$ cat config.mk
export PLATFORM = sky130hd
export DESIGN_NAME = tc2_side_request_conditioner
export DESIGN_NICKNAME = d
export VERILOG_FILES = /design/src/rtl/tc2_side_request_conditioner.sv
export SDC_FILE = /design/constraint.sdc
export NUM_CORES = 1
export LEC_CHECK = 0
export CORE_ASPECT_RATIO = 1.75
export CORE_MARGIN = 2
export CORE_UTILIZATION = 55
export CTS_CLUSTER_DIAMETER = 30
export DETAILED_ROUTE_END_ITERATION = 12
export PLACE_DENSITY = 0.78
export RECOVER_POWER = 25
export SETUP_SLACK_MARGIN = 0.3
export SYNTH_ARGS = -nofsm -noshare
export SYNTH_HDL_FRONTEND = slang
export SYNTH_SLANG_ARGS = --single-unit
$ cat constraint.sdc
create_clock -name clk -period 2.2 [get_ports clk]
set_clock_uncertainty 0.1 [all_clocks]
set_input_delay 0.33 -clock clk [delete_from_list [all_inputs] [get_ports clk]]
set_output_delay 0.33 -clock clk [all_outputs]
set_load 0.01 [all_outputs]
$ cat src/rtl/tc2_side_request_conditioner.sv
// Side-road request conditioner: sync + debounce detector/button,
// latch rising edges and hold a service request until side-green.
module tc2_side_request_conditioner #(
  parameter int unsigned DEBOUNCE_CYCLES = 4,
  parameter int unsigned WAIT_LIMIT      = 64
) (
  input  logic       clk,
  input  logic       async_reset_n,
  input  logic       sensor_raw,
  input  logic       ped_raw,
  input  logic       SG,
  output logic       side_req,
  output logic       ped_req,
  output logic       urgent,
  output logic [7:0] req_count,
  output logic       sensor_clean
);

  localparam logic [3:0] DEB = 4'(DEBOUNCE_CYCLES);
  localparam logic [7:0] WL  = 8'(WAIT_LIMIT);

  typedef enum logic [1:0] {
    IDLE    = 2'd0,
    PENDING = 2'd1,
    SERVING = 2'd2
  } state_e;

  state_e     state_q, state_d;
  logic [1:0] raw;
  logic [1:0] sync1_q, sync2_q;
  logic [1:0] clean_q, clean_d;
  logic [3:0] cnt_q [2];
  logic [3:0] cnt_d [2];
  logic [1:0] rise;
  logic       veh_latch_q, veh_latch_d;
  logic       ped_latch_q, ped_latch_d;
  logic       sg_q;
  logic [7:0] wait_q, wait_d;
  logic [7:0] count_q, count_d;
  logic       any_latch;
  logic       sg_fall;
  logic       serve;

  // Index 0 is the vehicle detector, index 1 the pedestrian button.
  assign raw = {ped_raw, sensor_raw};

  always_comb begin
    for (int i = 0; i < 2; i++) begin
      rise[i]    = 1'b0;
      cnt_d[i]   = 4'd0;
      clean_d[i] = clean_q[i];
      if (sync2_q[i] != clean_q[i]) begin
        if (cnt_q[i] + 4'd1 == DEB) begin
          clean_d[i] = ~clean_q[i];
          rise[i]    = ~clean_q[i];
        end else begin
          cnt_d[i] = cnt_q[i] + 4'd1;
        end
      end
    end
  end

  assign any_latch = veh_latch_q | ped_latch_q;
  assign sg_fall   = ~SG & sg_q;
  assign serve     = (state_q == PENDING) & SG;

  always_comb begin
    state_d = state_q;
    unique case (state_q)
      IDLE: begin
        if (any_latch) state_d = PENDING;
      end
      PENDING: begin
        if (SG) state_d = SERVING;
      end
      SERVING: begin
        // An edge landing on the same cycle SG drops still counts.
        if (sg_fall) begin
          if (any_latch | (|rise)) state_d = PENDING;
          else                     state_d = IDLE;
        end
      end
      default: state_d = IDLE;
    endcase
  end

  always_comb begin
    veh_latch_d = veh_latch_q | rise[0];
    ped_latch_d = ped_latch_q | rise[1];
    count_d     = count_q;
    if (serve) begin
      veh_latch_d = rise[0];
      ped_latch_d = rise[1];
      if (count_q != 8'hFF) count_d = count_q + 8'd1;
    end
  end

  always_comb begin
    wait_d = 8'd0;
    if (state_q == PENDING && state_d == PENDING) begin
      if (wait_q == WL) wait_d = wait_q;
      else              wait_d = wait_q + 8'd1;
    end
  end

  always_ff @(posedge clk or negedge async_reset_n) begin
    if (!async_reset_n) begin
      state_q     <= IDLE;
      sync1_q     <= '0;
      sync2_q     <= '0;
      clean_q     <= '0;
      cnt_q[0]    <= '0;
      cnt_q[1]    <= '0;
      veh_latch_q <= 1'b0;
      ped_latch_q <= 1'b0;
      sg_q        <= 1'b0;
      wait_q      <= '0;
      count_q     <= '0;
    end else begin
      state_q     <= state_d;
      sync1_q     <= raw;
      sync2_q     <= sync1_q;
      clean_q     <= clean_d;
      cnt_q[0]    <= cnt_d[0];
      cnt_q[1]    <= cnt_d[1];
      veh_latch_q <= veh_latch_d;
      ped_latch_q <= ped_latch_d;
      sg_q        <= SG;
      wait_q      <= wait_d;
      count_q     <= count_d;
    end
  end

  assign side_req     = (state_q == PENDING);
  assign ped_req      = (state_q == PENDING) & ped_latch_q;
  assign urgent       = (wait_q == WL);
  assign req_count    = count_q;
  assign sensor_clean = clean_q[0];

endmodule

## Yosys cells after proc, flatten, opt, wreduce, memory -nomap -nowiden

Index checks and enable logic that the tools add are counted.
W data, S select, Z words.

| word-level totals | value |
|---|---|
| memories | 0 |
| input bits | 5 |
| register bits | 35 |
| latch bits | 0 |
| memory bits (writable) | 0 |
| output and inout bits | 12 |
| bits in read-only memories | 0 |

| cells by class | value |
|---|---|
| equality and inequality tests | 10 |
| shift-type cells | 0 |
| mux-type cells | 17 |
| multipliers | 0 |
| bitwise gates (word level) | 10 |
| reduce and logical (&&, ||, !) cells | 6 |
| add/sub/neg operators | 4 |
| magnitude comparators | 0 |
| div/mod/pow operators | 0 |

Operators by type and width:

| kind | number |
|---|---|
| $add A8 B1 Y8 const B | 2 |
| $mux W4 | 4 |
| $mux W8 | 2 |
| $add A4 B1 Y4 const B | 2 |
| $eq A4 B3 Y1 const B | 2 |
| $eq A8 B7 Y1 const B | 1 |
| $ne A8 B8 Y1 const B | 1 |
| $mux W1 | 7 |
| $mux W2 | 3 |
| $pmux W2 S3 | 1 |
| $reduce_and A2 Y1 | 3 |
| $eq A2 B1 Y1 const B | 2 |
| $or A1 B1 Y1 | 4 |
| $and A1 B1 Y1 | 3 |
| $not A1 Y1 | 3 |
| $eq A2 B2 Y1 const B | 1 |
| $logic_not A2 Y1 | 1 |
| $ne A1 B1 Y1 | 2 |
| $ne A2 B2 Y1 const B | 1 |
| $reduce_or A2 Y1 | 1 |
| $logic_and A1 B1 Y1 | 1 |

## Longest topological paths before layout

| logic depth | value |
|---|---|
| word-level depth | 12 |
| depth in mapped cells | 6 |
| depth with buffers taken out | 6 |

## Least setup slack after synthesis

No wires, ideal clock.

| timing | value |
|---|---|
| path type | reg2reg |
| start | register cnt_q[0] (netlist name) |
| end | register clean_q[1] |
| setup time | 0.128 ns |
| data required time | 1.972 ns |
| clock period less this slack | 1.654 ns |
| slack | 0.546 ns |
| stages on the path, launching flop included | 5 |
| arrival | 1.426 ns |
| cells stage by stage | dfrtp_1 ha_1 nand3b_1 o31ai_4 mux2_1 |

| between the ends | value |
|---|---|
| cells in the longest elaborated chain, start to end | 3 |

RTL lines:

| element | RTL line | RTL |
|---|---|---|
| start, declared | 32 | `logic [3:0] cnt_q [2];` |
| $add A4 B1 Y4 | 53 | `if (cnt_q[i] + 4'd1 == DEB) begin` |
| $eq A4 B3 Y1 | 53 |  |
| $reduce_and A2 Y1 (no line) | -- |  |
| end signal, assigned | 123 | `clean_q <= clean_d;` |
| end, declared | 31 | `logic [1:0] clean_q, clean_d;` |

No other way between the ends.
A chain may end at the register's enable or synchronous reset.

## Worst setup path after layout

| timing | value |
|---|---|
| start | register state_q[1] |
| end | output side_req |

| between the ends | value |
|---|---|
| cells in the longest elaborated chain, start to end | 1 |

RTL lines:

| element | RTL line | RTL |
|---|---|---|
| start, declared | 28 | `state_e state_q, state_d;` |
| start signal, assigned | 120 | `state_q <= state_d;` |
| $eq A2 B1 Y1 | 134 | `assign side_req = (state_q == PENDING);` |
| end, declared | 12 | `output logic side_req,` |

No other way between the ends.

==> flow_summary.ini <==
[power]
power_switching_uw = 565
p_leak_nw = 0.882
irDropWorstVdd_mv = 0.780
combinationalPowerShare_pct = 26.5
power.internal_mw = 1.27
p_sw_share_pct = 30.7
clock_power_share_pct = 25.1
p_total_mw = 1.84
powerDensity_nw_per_um2 = 932
power_frac_seq_pct = 48.4

[timing]
max-slew-margin-rel_pct = 42.8
tightest_slew_ns = 0.857
setup_viol = 0
hold_viol_final = 0
slew_viol_final = 0
fmax_ghz = 0.544
period_needed_ns = 1.84
period_share_pct = 83.6
rsz0062_at_grt = no
tns_ns = 0

[clock_tree]
cts_sinks = 35
cts_tree = done
cts_buffers = 5
insertion_delay_ns = 0.28
root_buffer = clkbuf_8
htreeDepth = 2
clk_path_buf_depth = 2
cts-hold-fix-buffers = 0
cts.reportedPaths.clkPinSlew_ns = 0.06

[final_layout]
n_antenna_cell = 0
n_fill_cell = 217
final_cells = 193
fin_util_pct = 68.9
finalNetCount = 176
drive_above_1_share_pct = 15.2
area_growth_pct = 21.0

[yosys]
synthCells = 134
synth_top_area_cell = dfrtp_1
synth_ff_type = dfrtp_1
ys_ff_latch = 35
synth.distinct_cells = 38
yosys_warnings = 0
synth_edf_count = 0
ys_async_sr_fraction_pct = 100
syn_avg_cell_area_sq_um = 12.2
yosys-top-cells-area = dfrtp_1, xnor2_1, ha_1, xor2_1, nor2_1
yosysSeqAreaShare_pct = 53.7
synth_top_area_share_pct = 53.7
syn_nets = 145
synth_area_sq_um = 1630

[place]
dpl.hpwl_mm = 2.24
place_congestion = 0.771
portBuffers = 16
dp.cells = 179

[setup_path]
worstPathArrival_ns = 1.41
critPathRequiredTime_ns = 1.77
worstSetupEndpointType = primary output
crit_start = state_q[1]$_DFF_PN0_
r2r_cells = 4
crit_type = register to primary output
rr_startpoint = cnt_q[0]$_DFF_PN0_
path_max_fanout = 4
endpoint = side_req
rr_endpoint = clean_q[1]$_DFFE_PN0P_
r2r_slack_ns = 0.41
worstSetupStartpointType = register

[global_route]
grtUsageTotal_pct = 22.0
grt_busiest_layer = met2
use_met3_pct = 7.35
grt_pass1_vias = 1236
grt_pass1_wl_mm = 5.39
gr-total-overflow = 0
use_met2_pct = 36.6
grt_use_met1_pct = 23.6
antenna_found_initial = 0
grt_max_degree = 36

[die]
start_util_pct = 56.9
dieArea_sq_um = 3430
rows = 26
core_area_sq_um = 2860
io_pins = 17
die_h_um = 76.0
fp.dieW_um = 45.2

[routing]
vias = 1125
vias_per_cell = 5.83
drc_errors = 0
ant_nets = 0
drt_pre_antenna_iters = 4
drtIter0Drc = 17
wire_per_inst_um = 16.2
routed_wl_mm = 3.12

[min_path]
worstHoldPathType = register to register

[run_status]
status = completed

[job]
drv_cap = 0
==> worst min path at each step <==
stage | from | end | slack [ns] | depth (start not counted)
after floorplan | async_reset_n | clean_q[0]$_DFFE_PN0P_ | -0.07 | 0
after global placement | sync1_q[0]$_DFF_PN0_ | sync2_q[0]$_DFF_PN0_ | 0.23 | 0
after detailed placement | sync1_q[1]$_DFF_PN0_ | sync2_q[1]$_DFF_PN0_ | 0.24 | 0
after CTS | sync1_q[1]$_DFF_PN0_ | sync2_q[1]$_DFF_PN0_ | 0.26 | 0
after global routing | sync1_q[1]$_DFF_PN0_ | sync2_q[1]$_DFF_PN0_ | 0.26 | 0
final | sync1_q[1]$_DFF_PN0_ | sync2_q[1]$_DFF_PN0_ | 0.25 | 0
==> area by class of cell <==
class                           instances  area (sq um)  area share, %
Tap cell                               28          35.0           1.78
Inverter                                4          15.0          0.761
Clock inverter                          1          5.00          0.254
Clock buffer                            6          82.6           4.19
Sequential cell                        35           877           44.5
Multi-Input combinational cell         95           747           37.9
Timing Repair Buffer                   24           211           10.7
==> cells in the final DEF, fill, tap and decap left out, drive strengths merged, types with 2 or more instances in the layout <==
master | Yosys | routed
nor3 | 2 | 2
and3b | 2 | 2
buf | 0 | 8
inv | 4 | 4
mux2i | 2 | 2
o31ai | 2 | 2
nand3b | 3 | 3
xnor2 | 9 | 9
dfrtp | 35 | 35
nand4 | 3 | 3
nand3 | 7 | 7
and4 | 2 | 2
ha | 6 | 6
nand2 | 4 | 4
dlygate4sd3 | 0 | 4
mux2 | 3 | 3
nand4bb | 2 | 2
xor2 | 7 | 7
nor2b | 6 | 6
nand2b | 3 | 3
a21oi | 2 | 2
clkbuf | 0 | 7
nor2 | 13 | 13
clkdlybuf4s50 | 0 | 10
==> Yosys cell counts, drive strengths merged (2+ instances only) <==
cell type and instances:
nor2b 6, nand3 7, xnor2 9, nand4bb 2
and3b 2, o31ai 2, nand4 3, and4 2
dfrtp 35, nand2 4, nand2b 3, inv 4
nor2 13, xor2 7, nor3 2, ha 6
mux2 3, mux2i 2, nand3b 3, a21oi 2
==> power groups by stage <==
| stage | clock network (mW) | registers, mW | logic [mW] |
|---|---|---|---|
| 2_1_floorplan | 0 | 0.893 | 0.265 |
| 3_3_place_gp | 0 | 0.892 | 0.420 |
| 3_5_place_dp | 0 | 0.905 | 0.448 |
| 4_1_cts | 0.477 | 0.889 | 0.486 |
| 5_1_grt | 0.503 | 0.907 | 0.542 |
| 6_report | 0.461 | 0.890 | 0.487 |
==> flip-flops by register name, indices dropped and copies added, names as in the netlist <==
signal / flops
clean_q: 2
ped_latch_q: 1
veh_latch_q: 1
wait_q: 8
cnt_q: 8
req_count: 8
sync1_q: 2
sync2_q: 2
sg_q: 1
state_q: 2
==> worst max-delay path, stage by stage, from the launching register on <==
cell,delay (ns)
dfrtp_2,0.42
nor2b_4,0.15
clkdlybuf4s50_1,0.55
==> metrics by stage <==
| stage | setup WS (ns) | hold WS (ns) | instance area, sq um |
|---|---|---|---|
| final | 0.360 | 0.252 | 1970 |
| after detailed placement | 0.109 | 0.241 | 1830 |
| after floorplan | 0.546 | -0.0656 | 1630 |
| after global routing | 0.306 | 0.259 | 1970 |
| after CTS | 0.242 | 0.257 | 1950 |
| after global placement | 0.180 | 0.234 | 1830 |
==> repair_timing <==
action                                  in CTS  in global routing
setup buffers                                3                  4
endpoints found under the setup margin       3                  1
resized for setup                            8                  1
pin swaps                                    1                  1
==> layer usage <==
layer	vias to the layer above	wire length, um
li1	539	-
met1	558	1180
met2	24	1760
met3	4	125
met4	0	52
met5	-	0
==> kinds of logic after synthesis <==
| kind of cell | count (synthesis) | synth area share (%) |
|---|---|---|
| flops | 35 | 53.7 |
| fa+ha+maj | 6 | 4.60 |
| buf+inv | 4 | 0.921 |
| mux | 5 | 3.30 |
| simple gates | 53 | 19.9 |
| compound gates | 15 | 8.98 |
| xor+xnor | 16 | 8.60 |
Note: power is estimated with default switching activity, not from simulation.
